[src/rtl/i2s_pkg.sv]
// Shared types for the I2S capture path: FSM states, channel codes, sample word.
package i2s_pkg;

    localparam int WORD_W = 16;

    localparam logic CH_LEFT  = 1'b0;
    localparam logic CH_RIGHT = 1'b1;

    typedef enum logic [1:0] {IDLE, ARM, SHIFT, WAIT} cap_state_t;

    typedef struct packed {
        logic              chan;
        logic [WORD_W-1:0] data;
    } i2s_sample_t;

endpackage

[src/rtl/i2s_sample_fifo.sv]
// First-word-fall-through sample FIFO. The head entry is always visible on 'head'.
// A push into a full FIFO is accepted only when a pop happens in the same cycle.
module i2s_sample_fifo
    import i2s_pkg::*;
#(
    parameter int DEPTH = 4
) (
    input  logic                   clk,
    input  logic                   reset,
    input  logic                   push,
    input  i2s_sample_t            push_data,
    input  logic                   pop,
    output i2s_sample_t            head,
    output logic                   full,
    output logic                   empty,
    output logic [$clog2(DEPTH):0] level
);

    localparam int AW = $clog2(DEPTH);

    i2s_sample_t mem [DEPTH];
    logic [AW:0] wr_cnt;
    logic [AW:0] rd_cnt;
    logic        do_push;
    logic        do_pop;

    // Counters carry one extra wrap bit so full and empty are distinguishable.
    assign empty   = (wr_cnt == rd_cnt);
    assign full    = (wr_cnt[AW] != rd_cnt[AW]) && (wr_cnt[AW-1:0] == rd_cnt[AW-1:0]);
    assign level   = wr_cnt - rd_cnt;
    assign do_pop  = pop & ~empty;
    assign do_push = push & (~full | do_pop);
    assign head    = mem[rd_cnt[AW-1:0]];

    // Storage and pointer update; storage is cleared so the head reads zero after reset.
    always_ff @(posedge clk or posedge reset) begin
        if (reset) begin
            wr_cnt <= '0;
            rd_cnt <= '0;
            for (int i = 0; i < DEPTH; i++) begin
                mem[i] <= '0;
            end
        end else begin
            if (do_push) begin
                mem[wr_cnt[AW-1:0]] <= push_data;
                wr_cnt              <= wr_cnt + 1'b1;
            end
            if (do_pop) begin
                rd_cnt <= rd_cnt + 1'b1;
            end
        end
    end

endmodule

[src/rtl/i2s_capture.sv]
// I2S slave receiver: synchronises sclk/ws/sdi into clk, deserialises MSB-first
// channel halves with the one-bit I2S delay, and queues tagged samples in a FIFO.
module i2s_capture
    import i2s_pkg::*;
#(
    parameter int FIFO_DEPTH  = 4,
    parameter int SYNC_STAGES = 2
) (
    input  logic                        clk,
    input  logic                        reset,
    input  logic                        en,
    input  logic                        sclk,
    input  logic                        ws,
    input  logic                        sdi,
    output logic [WORD_W-1:0]           m_data,
    output logic                        m_chan,
    output logic                        m_valid,
    input  logic                        m_ready,
    output logic [$clog2(FIFO_DEPTH):0] fifo_level,
    output logic                        overflow,
    output logic                        frame_err,
    input  logic                        clr_err
);

    localparam int CNT_W = $clog2(WORD_W + 1);

    logic [SYNC_STAGES-1:0] sclk_sync;
    logic [SYNC_STAGES-1:0] ws_sync;
    logic [SYNC_STAGES-1:0] sdi_sync;
    logic                   sclk_hist;
    logic                   sclk_s;
    logic                   ws_s;
    logic                   sdi_s;
    logic                   sclk_rise;
    logic                   ws_prev;
    logic                   ws_edge;

    cap_state_t             state;
    logic                   chan;
    logic [WORD_W-2:0]      shreg;
    logic [CNT_W-1:0]       bit_cnt;
    logic                   last_bit;

    logic                   push;
    logic                   pop;
    logic                   fifo_full;
    logic                   fifo_empty;
    logic                   ovf_evt;
    logic                   ferr_evt;
    i2s_sample_t            push_data;
    i2s_sample_t            head;

    assign sclk_s    = sclk_sync[SYNC_STAGES-1];
    assign ws_s      = ws_sync[SYNC_STAGES-1];
    assign sdi_s     = sdi_sync[SYNC_STAGES-1];
    assign sclk_rise = sclk_s & ~sclk_hist;
    assign ws_edge   = (ws_s != ws_prev);
    assign last_bit  = (bit_cnt == CNT_W'(WORD_W - 1));

    // The final bit goes straight into the FIFO so the word appears one clk after its sclk_rise.
    assign push      = en & sclk_rise & (state == SHIFT) & ~ws_edge & last_bit;
    assign push_data = '{chan: chan, data: {shreg, sdi_s}};
    assign ferr_evt  = en & sclk_rise & (state == SHIFT) & ws_edge;
    assign pop       = m_valid & m_ready;
    assign ovf_evt   = push & fifo_full & ~pop;

    assign m_data    = head.data;
    assign m_chan    = head.chan;
    assign m_valid   = ~fifo_empty;

    // Bring the asynchronous I2S pins into the clk domain and keep sclk history for edge detect.
    always_ff @(posedge clk or posedge reset) begin
        if (reset) begin
            sclk_sync <= '0;
            ws_sync   <= '0;
            sdi_sync  <= '0;
            sclk_hist <= 1'b0;
        end else begin
            sclk_sync <= {sclk_sync[SYNC_STAGES-2:0], sclk};
            ws_sync   <= {ws_sync[SYNC_STAGES-2:0], ws};
            sdi_sync  <= {sdi_sync[SYNC_STAGES-2:0], sdi};
            sclk_hist <= sclk_s;
        end
    end

    // ws is tracked on every bit clock, even while disabled, so re-enabling never sees a stale edge.
    always_ff @(posedge clk or posedge reset) begin
        if (reset) begin
            ws_prev <= 1'b0;
        end else if (sclk_rise) begin
            ws_prev <= ws_s;
        end
    end

    // Capture FSM: ARM absorbs the I2S one-bit delay after each ws edge, SHIFT collects the word.
    always_ff @(posedge clk or posedge reset) begin
        if (reset) begin
            state   <= IDLE;
            chan    <= CH_LEFT;
            shreg   <= '0;
            bit_cnt <= '0;
        end else if (!en) begin
            state <= IDLE;
        end else if (sclk_rise) begin
            case (state)
                IDLE: begin
                    if (ws_edge) begin
                        state <= ARM;
                        chan  <= ws_s;
                    end
                end
                ARM: begin
                    state   <= SHIFT;
                    shreg   <= {{(WORD_W-2){1'b0}}, sdi_s};
                    bit_cnt <= CNT_W'(1);
                end
                SHIFT: begin
                    if (ws_edge) begin
                        state <= ARM;
                        chan  <= ws_s;
                    end else begin
                        shreg   <= {shreg[WORD_W-3:0], sdi_s};
                        bit_cnt <= bit_cnt + 1'b1;
                        if (last_bit) begin
                            state <= WAIT;
                        end
                    end
                end
                WAIT: begin
                    if (ws_edge) begin
                        state <= ARM;
                        chan  <= ws_s;
                    end
                end
                default: state <= IDLE;
            endcase
        end
    end

    // Sticky error flags; a new error event takes priority over a clear request.
    always_ff @(posedge clk or posedge reset) begin
        if (reset) begin
            overflow  <= 1'b0;
            frame_err <= 1'b0;
        end else begin
            if (ovf_evt) begin
                overflow <= 1'b1;
            end else if (clr_err) begin
                overflow <= 1'b0;
            end
            if (ferr_evt) begin
                frame_err <= 1'b1;
            end else if (clr_err) begin
                frame_err <= 1'b0;
            end
        end
    end

    i2s_sample_fifo #(
        .DEPTH (FIFO_DEPTH)
    ) u_fifo (
        .clk       (clk),
        .reset     (reset),
        .push      (push),
        .push_data (push_data),
        .pop       (pop),
        .head      (head),
        .full      (fifo_full),
        .empty     (fifo_empty),
        .level     (fifo_level)
    );

endmodule

[config.mk]
export PLATFORM = sky130hd
export DESIGN_NAME = i2s_capture
export DESIGN_NICKNAME = d
export VERILOG_FILES = /design/src/rtl/i2s_pkg.sv /design/src/rtl/i2s_sample_fifo.sv /design/src/rtl/i2s_capture.sv
export SDC_FILE = /design/constraint.sdc
export NUM_CORES = 1
export LEC_CHECK = 0
export ABC_AREA = 1
export ABC_CLOCK_PERIOD_IN_PS = 4900
export BUFFER_PORTS_ARGS = -buffer_cell sky130_fd_sc_hd__clkbuf_2
export CAP_MARGIN = 25
export CORE_MARGIN = 2
export CORE_UTILIZATION = 50
export CTS_CLUSTER_DIAMETER = 50
export DETAILED_ROUTE_END_ITERATION = 10
export HOLD_SLACK_MARGIN = 0.08
export MAX_ROUTING_LAYER = met4
export PLACE_DENSITY = 0.79
export SLEW_MARGIN = 20
export SYNTH_ARGS = -nofsm -noshare
export SYNTH_HDL_FRONTEND = slang
export SYNTH_SLANG_ARGS = --single-unit
[constraint.sdc]
create_clock -name clk -period 4.9 [get_ports clk]
set_input_delay 0.98 -clock clk [delete_from_list [all_inputs] [get_ports clk]]
set_output_delay 0.98 -clock clk [all_outputs]
set_load 0.005 [all_outputs]
==> flow_summary.yaml, run 1 <==
run_status:
  status: "complete, no violations"
synth:
  syn_inst: 604
  ys_types: 25
  ys_warn_count: 0
  avgSynthCellArea_sq_um: 8.59
  syn-num-nets: 625
  synth_area_sq_um: 5190
  ys_seq_area_share_pct: 51.6
  ys_seq_elements: 107
critical_path:
  startpoint: "u_fifo.rd_cnt[1]"
  r2r_setup_slack_ns: 1.82
  rr_startpoint: "u_fifo.rd_cnt[1]"
  cp-start-kind: "flop"
  critPathRequiredTime_ns: 3.92
  worstPathMaxFanout: 20
  endpoint_kind: "output port"
  reg2reg_depth: 9
  crit_arrival_ns: 2.54
  regToRegEndpoint: "u_fifo.mem[14]"
  path_class: "flop to output port"
routing:
  wl_per_cell_um: 16.1
  wirelength_mm: 12.1
  drc_errors: 0
  avgViaCountPerCell: 5.79
  via_count: 4350
  drt_iter0_drc: 354
  drtPass1Iterations: 5
  antenna_left: 0
clock_network:
  ctsHoldBuffers: 0
  post-cts-setup-buffer-count: 0
  postCtsResizedCells: 0
  clk_latency_ns: 0.38
  cts-htree-levels: 3
  cts.clk_slew.worst_paths_ns: 0.10
  cts_tree: "yes"
  cts_buffers: 9
  clk_path_buf_depth: 2
  cts_root_buf: "clkbuf_8"
  cts_sinks: 107
layout:
  fin_nets: 631
  area_delta_synth_final_pct: 6.87
  antenna_cells: 0
  drive_gt1_share_pct: 11.1
sta:
  finalCritPeriodShare_pct: 71.9
  totalNegativeSetupSlack_ns: 0
  slew_violations: 0
  hold_violations: 0
  skew_ns: 0.0203
  finalSetupViolCount: 0
  fmax_mhz: 284
  grt_setup_unrepaired: "false"
  min_period_ns: 3.52
  tightest_slew_ns: 0.992
  max_slew_margin_pct: 33.9
die:
  start_util_pct: 50.9
  dieArea_sq_um: 11200
  core-area_sq_um: 10200
  ios: 31
  rows: 37
  chipWidth_um: 106
  die_height_um: 106
pwr:
  ir_drop_mv: 0.177
  leakagePower_nw: 2.88
  power.density_nw_per_um2: 407
  total_power_mw: 2.26
placement:
  hpwl_mm: 7.39
  routabilityCongestion: 0.887
  port_buffers: 30
global_route:
  grt_max_degree: 83
  grt-ovfl-total: 0
  grt_pass1_vias: 4205
  grt_pass1_wl_mm: 20.2
  globalRouteTotalUtil_pct: 23.3
  antenna_found_initial: 0
min_path:
  hold_start: "sdi_sync[0]"
  whs_endpoint: "sdi_sync[1]"
  whs_path_depth: 0
  hold_path.class: "flop to flop"
flow_run:
  maxCapViolations: 0
==> power by group <==
group | switching (mW) | total [mW] | internal (mW)
logic | 0.448 | 0.727 | 0.279
clock network | 0.314 | 0.518 | 0.203
registers | 0.0802 | 1.01 | 0.934
==> state kept, by name (all words and copies together), names as in the netlist <==
name,cells
bit_cnt,5
chan,1
frame_err,1
overflow,1
sclk_hist,1
sclk_sync,2
sdi_sync,2
shreg,15
state,2
u_fifo.mem,68
u_fifo.rd_cnt,3
u_fifo.wr_cnt,3
ws_prev,1
ws_sync,2
==> layout by cell type, fill, tap and decap left out, drive strengths merged <==
cell type and n:
clkinvlp 2, clkbuf 40, o21ai 44, or2 1
a21oi 3, clkinv 3, xnor2 1, inv 27
ha 12, nand3b 1, nor2 49, dfrtp 107
o22ai 18, nand4 70, xor2 4, nand2 194
fa 1, nand3 32, buf 6
==> Yosys cell counts <==
library cell / number / area, sq um
buf_6: 8 / 90.1
nand3b_1: 1 / 7.51
nor2_8: 1 / 20.0
inv_2: 2 / 7.51
inv_1: 24 / 90.1
ha_1: 12 / 150
xor2_1: 4 / 35.0
clkbuf_1: 13 / 48.8
or2_2: 1 / 6.26
fa_1: 1 / 20.0
nand3_1: 27 / 135
nand4_1: 70 / 438
nand3_4: 5 / 87.6
a21oi_1: 3 / 15.0
o22ai_1: 18 / 113
nand2_2: 4 / 25.0
xnor2_1: 1 / 8.76
nand2_1: 190 / 713
buf_1: 6 / 22.5
buf_2: 13 / 65.1
nor2_1: 46 / 173
buf_4: 1 / 7.51
o21ai_0: 44 / 220
nor2_2: 2 / 12.5
dfrtp_1: 107 / 2680
==> through the flow <==
stage / setup WS, ns / cells / util [%] / cell area [sq um] / hold slack (ns)
6_report: 1.38 / 751 / 54.4 / 5550 / 0.359
5_1_grt: 1.23 / 751 / 54.4 / 5550 / 0.376
4_1_cts: 1.46 / 748 / 53.9 / 5490 / 0.361
3_5_place_dp: 1.58 / 732 / 52.0 / 5300 / 0.338
3_3_place_gp: 1.70 / 732 / 52.0 / 5300 / 0.335
2_1_floorplan: 1.10 / 604 / - / 5190 / 0.331
==> how the worst max path moves through the flow <==
stage and endpoint:
2_1_floorplan bit_cnt[0], 3_3_place_gp u_fifo.mem[63], 3_5_place_dp u_fifo.mem[58], 4_1_cts m_valid, 5_1_grt m_valid, 6_report m_valid
==> routing by layer <==
metal | up-vias | share of wire [%] | global-route usage (%)
met5 | - | 0 | -
met4 | 0 | 1.3 | 7.14
met3 | 11 | 6.2 | 4.82
met2 | 174 | 49 | 37.9
met1 | 2125 | 44 | 29.6
li1 | 2040 | - | -
==> critical path, cell delays in order (launching register included) <==
cell and delay, ns:
dfrtp_1 0.85, inv_1 0.50, ha_1 0.43, nand2_1 0.06, nand3b_1 0.20, clkbuf_2 0.14
==> kinds of logic after synthesis <==
kind of cell,share of synthesized area [%]
AND/OR/NAND/NOR,31.2
AO/OA/AOI/OAI,6.70
XOR/XNOR,0.844
flip-flops,51.6
adder cells (fa/ha/maj),3.28
buffers and inverters,6.39
==> layout make-up <==
| cell class | count | area (sq um) |
|---|---|---|
| Timing Repair Buffer | 36 | 228 |
| Multi-Input combinational cell | 430 | 2180 |
| Inverter | 26 | 103 |
| Sequential cell | 107 | 2680 |
| Fill cell | 937 | 4640 |
| Tap cell | 136 | 170 |
| Clock inverter | 6 | 50.0 |
| Clock buffer | 10 | 138 |
(Power assumes the default switching activity.)
==> inputs of run 2 (changes only) <==
ABC_CLOCK_PERIOD_IN_PS = 3100   (was 4900)
PLACE_DENSITY = 0.81   (was 0.79)
clock period = 3.1 ns   (was 4.9 ns; I/O delays follow)
==> run 2 against run 1 <==
  * Hold slack worse by 0.0067 ns
  * Clock power is 53% higher
  * Critical path type unchanged
  * Clock skew is 0.0069 ns lower
  * Global-route usage is 0.71 points lower
  * Die area stayed put
  * First-iteration DRC count is 2.5% lower
  * Setup slack worse by 0.90 ns
  * Total power is 57% higher
  * Combinational power is 62% higher
  * Routed wire length is 4.5% lower
  * Non-clock buffer count is 7 higher
  * Highest routed layer unchanged
  * Largest cell class unchanged
==> flow_summary.yaml, run 2 (synthesis results as in run 1) <==
flow_run:
  maxCapViolations: 0
run_status:
  status: "complete, no violations"
die:
  core-area_sq_um: 10200
  dieArea_sq_um: 11200
  rows: 37
  die_height_um: 106
  start_util_pct: 50.9
  chipWidth_um: 106
  ios: 31
clock_network:
  cts_sinks: 107
  ctsHoldBuffers: 0
  post-cts-setup-buffer-count: 0
  clk_path_buf_depth: 2
  postCtsResizedCells: 0
  cts_tree: "yes"
  cts_buffers: 9
  clk_latency_ns: 0.37
  cts.clk_slew.worst_paths_ns: 0.10
  cts-htree-levels: 3
  cts_root_buf: "clkbuf_8"
routing:
  drt_iter0_drc: 345
  avgViaCountPerCell: 5.66
  drtPass1Iterations: 6
  wl_per_cell_um: 15.2
  antenna_left: 0
  via_count: 4293
  drc_errors: 0
  wirelength_mm: 11.5
placement:
  hpwl_mm: 7.23
  port_buffers: 30
  routabilityCongestion: 0.795
  dp_worst_setup_slack_ns: 0.815
layout:
  fin_nets: 638
  drive_gt1_share_pct: 11.9
  largest_registers: "u_fifo.mem (68), shreg (15), bit_cnt (5)"
  antenna_cells: 0
  area_delta_synth_final_pct: 7.31
  mostFrequentLayoutCells: "nand2_1 (190), dfrtp_1 (107), nand4_1 (70), nor2_1 (46), o21ai_0 (44)"
  regMostFlops: "u_fifo.mem"
  final_common_cell: "nand2_1"
  largest_reg_flops: 68
  num-fill-cells: 935
pwr:
  pwr-share-clk_pct: 22.3
  swShare_pct: 36.6
  power.internal_mw: 2.24
  leakagePower_nw: 2.90
  ir_drop_mv: 0.268
  p_seq_share_pct: 44.5
  power.density_nw_per_um2: 636
  total_power_mw: 3.54
  power_switching_mw: 1.30
  pwr-share-comb_pct: 33.2
sta:
  skew_ns: 0.0134
  hold_violations: 0
  hold_slack_ns: 0.352
  fin_ws_ns: 0.481
  slew_violations: 0
  max_slew_margin_pct: 45.9
  fmax_mhz: 382
  min_period_ns: 2.62
  tightest_slew_ns: 0.811
  totalNegativeSetupSlack_ns: 0
  grt_setup_unrepaired: "false"
  finalCritPeriodShare_pct: 84.5
  finalSetupViolCount: 0
min_path:
  hold_path.class: "input port to flop"
global_route:
  grt_max_degree: 108
  globalRouteTotalUtil_pct: 22.6
  grt-ovfl-total: 0
  grt_pass1_vias: 4000
  antenna_found_initial: 0
  grt_pass1_wl_mm: 19.7
critical_path:
  cp-start-kind: "flop"
  critPathRequiredTime_ns: 2.48
  crit_arrival_ns: 2.00
  path_class: "flop to output port"
  endpoint_kind: "output port"
  worstPathMaxFanout: 25
==> run 2: changes by cell type in the layout (fill, tap and decap cells not counted) <==
cell        previous run  this run
buf_12                 2         1
buf_4                  3        12
buf_8                  1         0
clkbuf_1               0         1
clkinv_2               0         1
clkinv_4               3         1
clkinvlp_4             2         3
inv_6                  2         1
==> run 2: final timing paths <==
kind / start / endpoint / slack [ns] / cells after the start
setup reg to reg: u_fifo.rd_cnt[0] / u_fifo.wr_cnt[1] / 0.80 / 9
max in group asynchronous: reset / u_fifo.mem[11] / 2.29 / 3
setup / recovery: u_fifo.rd_cnt[0] / m_data[3] / 0.48 / 5
min in group asynchronous: reset / sclk_sync[0] / 0.37 / 3
hold / removal: sdi / sdi_sync[0] / 0.35 / 1
hold reg to reg: sdi_sync[0] / sdi_sync[1] / 0.36 / 0
==> run 2: routing by layer <==
| metal | global-route usage (%) | vias up | part of all wire (%) |
|---|---|---|---|
| li1 | - | 2056 | - |
| met1 | 31.7 | 2076 | 45 |
| met2 | 34.4 | 147 | 47 |
| met3 | 2.84 | 14 | 6.2 |
| met4 | 7.52 | 0 | 1.3 |
| met5 | - | - | 0 |
==> run 2: cell type report <==
cell class                      instances  area (sq um)  area share [%]
Clock buffer                           11           141            2.54
Clock inverter                          5          37.5           0.674
Inverter                               26           101            1.82
Multi-Input combinational cell        430          2180            39.1
Sequential cell                       107          2680            48.1
Tap cell                              136           170            3.06
Timing Repair Buffer                   43           260            4.67
==> run 2: per-stage QoR <==
step / instance area, sq um / std cells / utilization, %
3_5_place_dp: 5390 / 742 / 52.9
5_1_grt: 5570 / 758 / 54.7
6_report: 5570 / 758 / 54.7
4_1_cts: 5570 / 758 / 54.7
2_1_floorplan: 5190 / 604 / -
3_3_place_gp: 5390 / 742 / 52.9
==> run 2: power by group through the flow <==
stage	clock network, mW	logic, mW	registers (mW)
2_1_floorplan	0	0.759	1.58
3_3_place_gp	0	1.15	1.59
3_5_place_dp	0	1.18	1.60
4_1_cts	0.813	1.18	1.57
5_1_grt	0.864	1.33	1.59
6_report	0.791	1.18	1.58
==> run 2: worst max-delay path, stage by stage (launching register included) <==
cell and delay (ns):
dfrtp_1 0.39, inv_1 0.59, buf_4 0.25, o21ai_0 0.08, o22ai_1 0.16, clkbuf_2 0.15
==> inputs of run 3 (changes only) <==
ABC_CLOCK_PERIOD_IN_PS = 2600   (was 3100)
PLACE_DENSITY = 0.79   (was 0.81)
clock period = 2.6 ns   (was 3.1 ns; I/O delays follow)
==> run 3 against run 2 <==
  * Hold slack worse by 0.11 ns
  * Design area increased by 0.52%
  * Global-route usage up 1.2 points
  * Core utilization grew 0.28 points
  * Total power rose by 22%
  * Final cell count up 0.13%
  * Routed wire length rose by 3.5%
  * Critical path type unchanged
  * Critical endpoint is now m_data[14]
  * Highest routed layer unchanged
  * Register-to-register slack lost 0.27 ns
  * Via count rose by 1.5%
==> flow_summary.yaml, run 3 (synthesis results as in run 1) <==
critical_path:
  cp-start-kind: "flop"
  crit_arrival_ns: 1.75
  path_class: "flop to output port"
  critPathRequiredTime_ns: 2.08
  worstPathMaxFanout: 34
  endpoint_kind: "output port"
pwr:
  power.density_nw_per_um2: 772
  ir_drop_mv: 0.513
  pwr-share-clk_pct: 24.0
  power.internal_mw: 2.75
  p_seq_share_pct: 43.3
  pwr-share-comb_pct: 32.7
  power_switching_mw: 1.57
  total_power_mw: 4.32
  leakagePower_nw: 2.92
  swShare_pct: 36.4
die:
  chipWidth_um: 106
  dieArea_sq_um: 11200
  start_util_pct: 50.9
  ios: 31
  core-area_sq_um: 10200
  die_height_um: 106
  rows: 37
sta:
  slew_violations: 0
  grt_setup_unrepaired: "false"
  hold_violations: 0
  max_slew_margin_pct: 55.3
  finalSetupViolCount: 0
  finalCritPeriodShare_pct: 87.4
  skew_ns: 0.0116
  fmax_mhz: 440
  totalNegativeSetupSlack_ns: 0
  min_period_ns: 2.27
  hold_slack_ns: 0.245
  tightest_slew_ns: 0.669
layout:
  final_design_area_no_fill_sq_um: 5600
  largest_reg_flops: 68
  num-fill-cells: 938
  fin_nets: 639
  final_common_cell: "nand2_1"
  mostFrequentLayoutCells: "nand2_1 (190), dfrtp_1 (107), nand4_1 (70), nor2_1 (46), o21ai_0 (44)"
  postLayoutCoreUtil_pct: 55.0
  regMostFlops: "u_fifo.mem"
  largest_registers: "u_fifo.mem (68), shreg (15), bit_cnt (5)"
  drive_gt1_share_pct: 12.0
  area_delta_synth_final_pct: 7.86
  antenna_cells: 0
routing:
  drt_iter0_drc: 347
  antenna_left: 0
  wl_per_cell_um: 15.7
  wirelength_mm: 11.9
  drc_errors: 0
  via_count: 4359
  drtPass1Iterations: 5
  avgViaCountPerCell: 5.74
min_path:
  hold_path.class: "input port to asynchronous set/reset pin"
placement:
  hpwl_mm: 7.31
  routabilityCongestion: 0.889
  dpl_cell_area_sq_um: 5400
  port_buffers: 30
global_route:
  grt-ovfl-total: 0
  grt_pass1_vias: 4293
  grt_pass1_wl_mm: 20.8
  globalRouteTotalUtil_pct: 23.7
  grt_max_degree: 108
  antenna_found_initial: 0
clock_network:
  cts.clk_slew.worst_paths_ns: 0.10
  cts_buffers: 9
  cts_sinks: 107
  postCtsResizedCells: 0
  post-cts-setup-buffer-count: 0
  cts_tree: "yes"
  clk_path_buf_depth: 2
  cts-htree-levels: 3
  cts_root_buf: "clkbuf_8"
  ctsHoldBuffers: 0
  clk_latency_ns: 0.37
flow_run:
  maxCapViolations: 0
run_status:
  status: "complete, no violations"
[run 3: changes by cell type in the layout (fill, tap and decap cells not counted)]
cell,previous run,this run
bufinv_16,0,1
clkinv_4,1,2
clkinv_2,1,0
clkinvlp_4,3,2
clkbuf_8,10,9
buf_4,12,13
inv_6,1,2
[run 3: routing by layer]
layer | global-route usage, % | up-vias | routed length (um)
li1 | - | 2056 | -
met1 | 31.0 | 2098 | 4930
met2 | 39.2 | 180 | 5930
met3 | 3.22 | 25 | 859
met4 | 6.67 | 0 | 199
met5 | - | - | 0
[run 3: final cells by class]
type,instances,area [sq um],area share (%)
Multi-Input combinational cell,430,2180,38.9
Clock inverter,6,72.6,1.30
Tap cell,136,170,3.04
Timing Repair Buffer,44,268,4.78
Sequential cell,107,2680,47.8
Inverter,26,101,1.81
Clock buffer,10,128,2.28
[run 3: critical path: stages (launching register included)]
cell	delay (ns)
dfrtp_1	0.41
inv_1	0.09
buf_4	0.35
o21ai_0	0.14
o22ai_1	0.22
clkbuf_2	0.16
[run 3: final timing paths]
| path | start | endpoint | slack (ns) | cells after the start |
|---|---|---|---|---|
| min reg2reg | ws_sync[0] | ws_sync[1] | 0.36 | 0 |
| min | reset | frame_err | 0.25 | 3 |
| max | u_fifo.rd_cnt[0] | m_data[14] | 0.33 | 5 |
| min in group clk | sclk | sclk_sync[0] | 0.25 | 1 |
| max reg2reg | bit_cnt[1] | u_fifo.mem[2] | 0.53 | 9 |
| max in group asynchronous | reset | u_fifo.mem[8] | 1.87 | 3 |
[run 3: metrics by stage]
step           worst slack (ns)  std cells
3_5_place_dp              0.584        743
5_1_grt                   0.206        759
6_report                  0.327        759
4_1_cts                   0.323        759
3_3_place_gp              0.634        743
2_1_floorplan             0.530        604
[run 3: power groups by stage]
stage	Sequential, mW	Combinational, mW	Clock, mW
CTS	1.87	1.42	1.06
global route	1.89	1.58	1.12
global placement	1.89	1.37	0
finish	1.87	1.41	1.04
detailed placement	1.90	1.41	0
floorplan	1.88	0.905	0
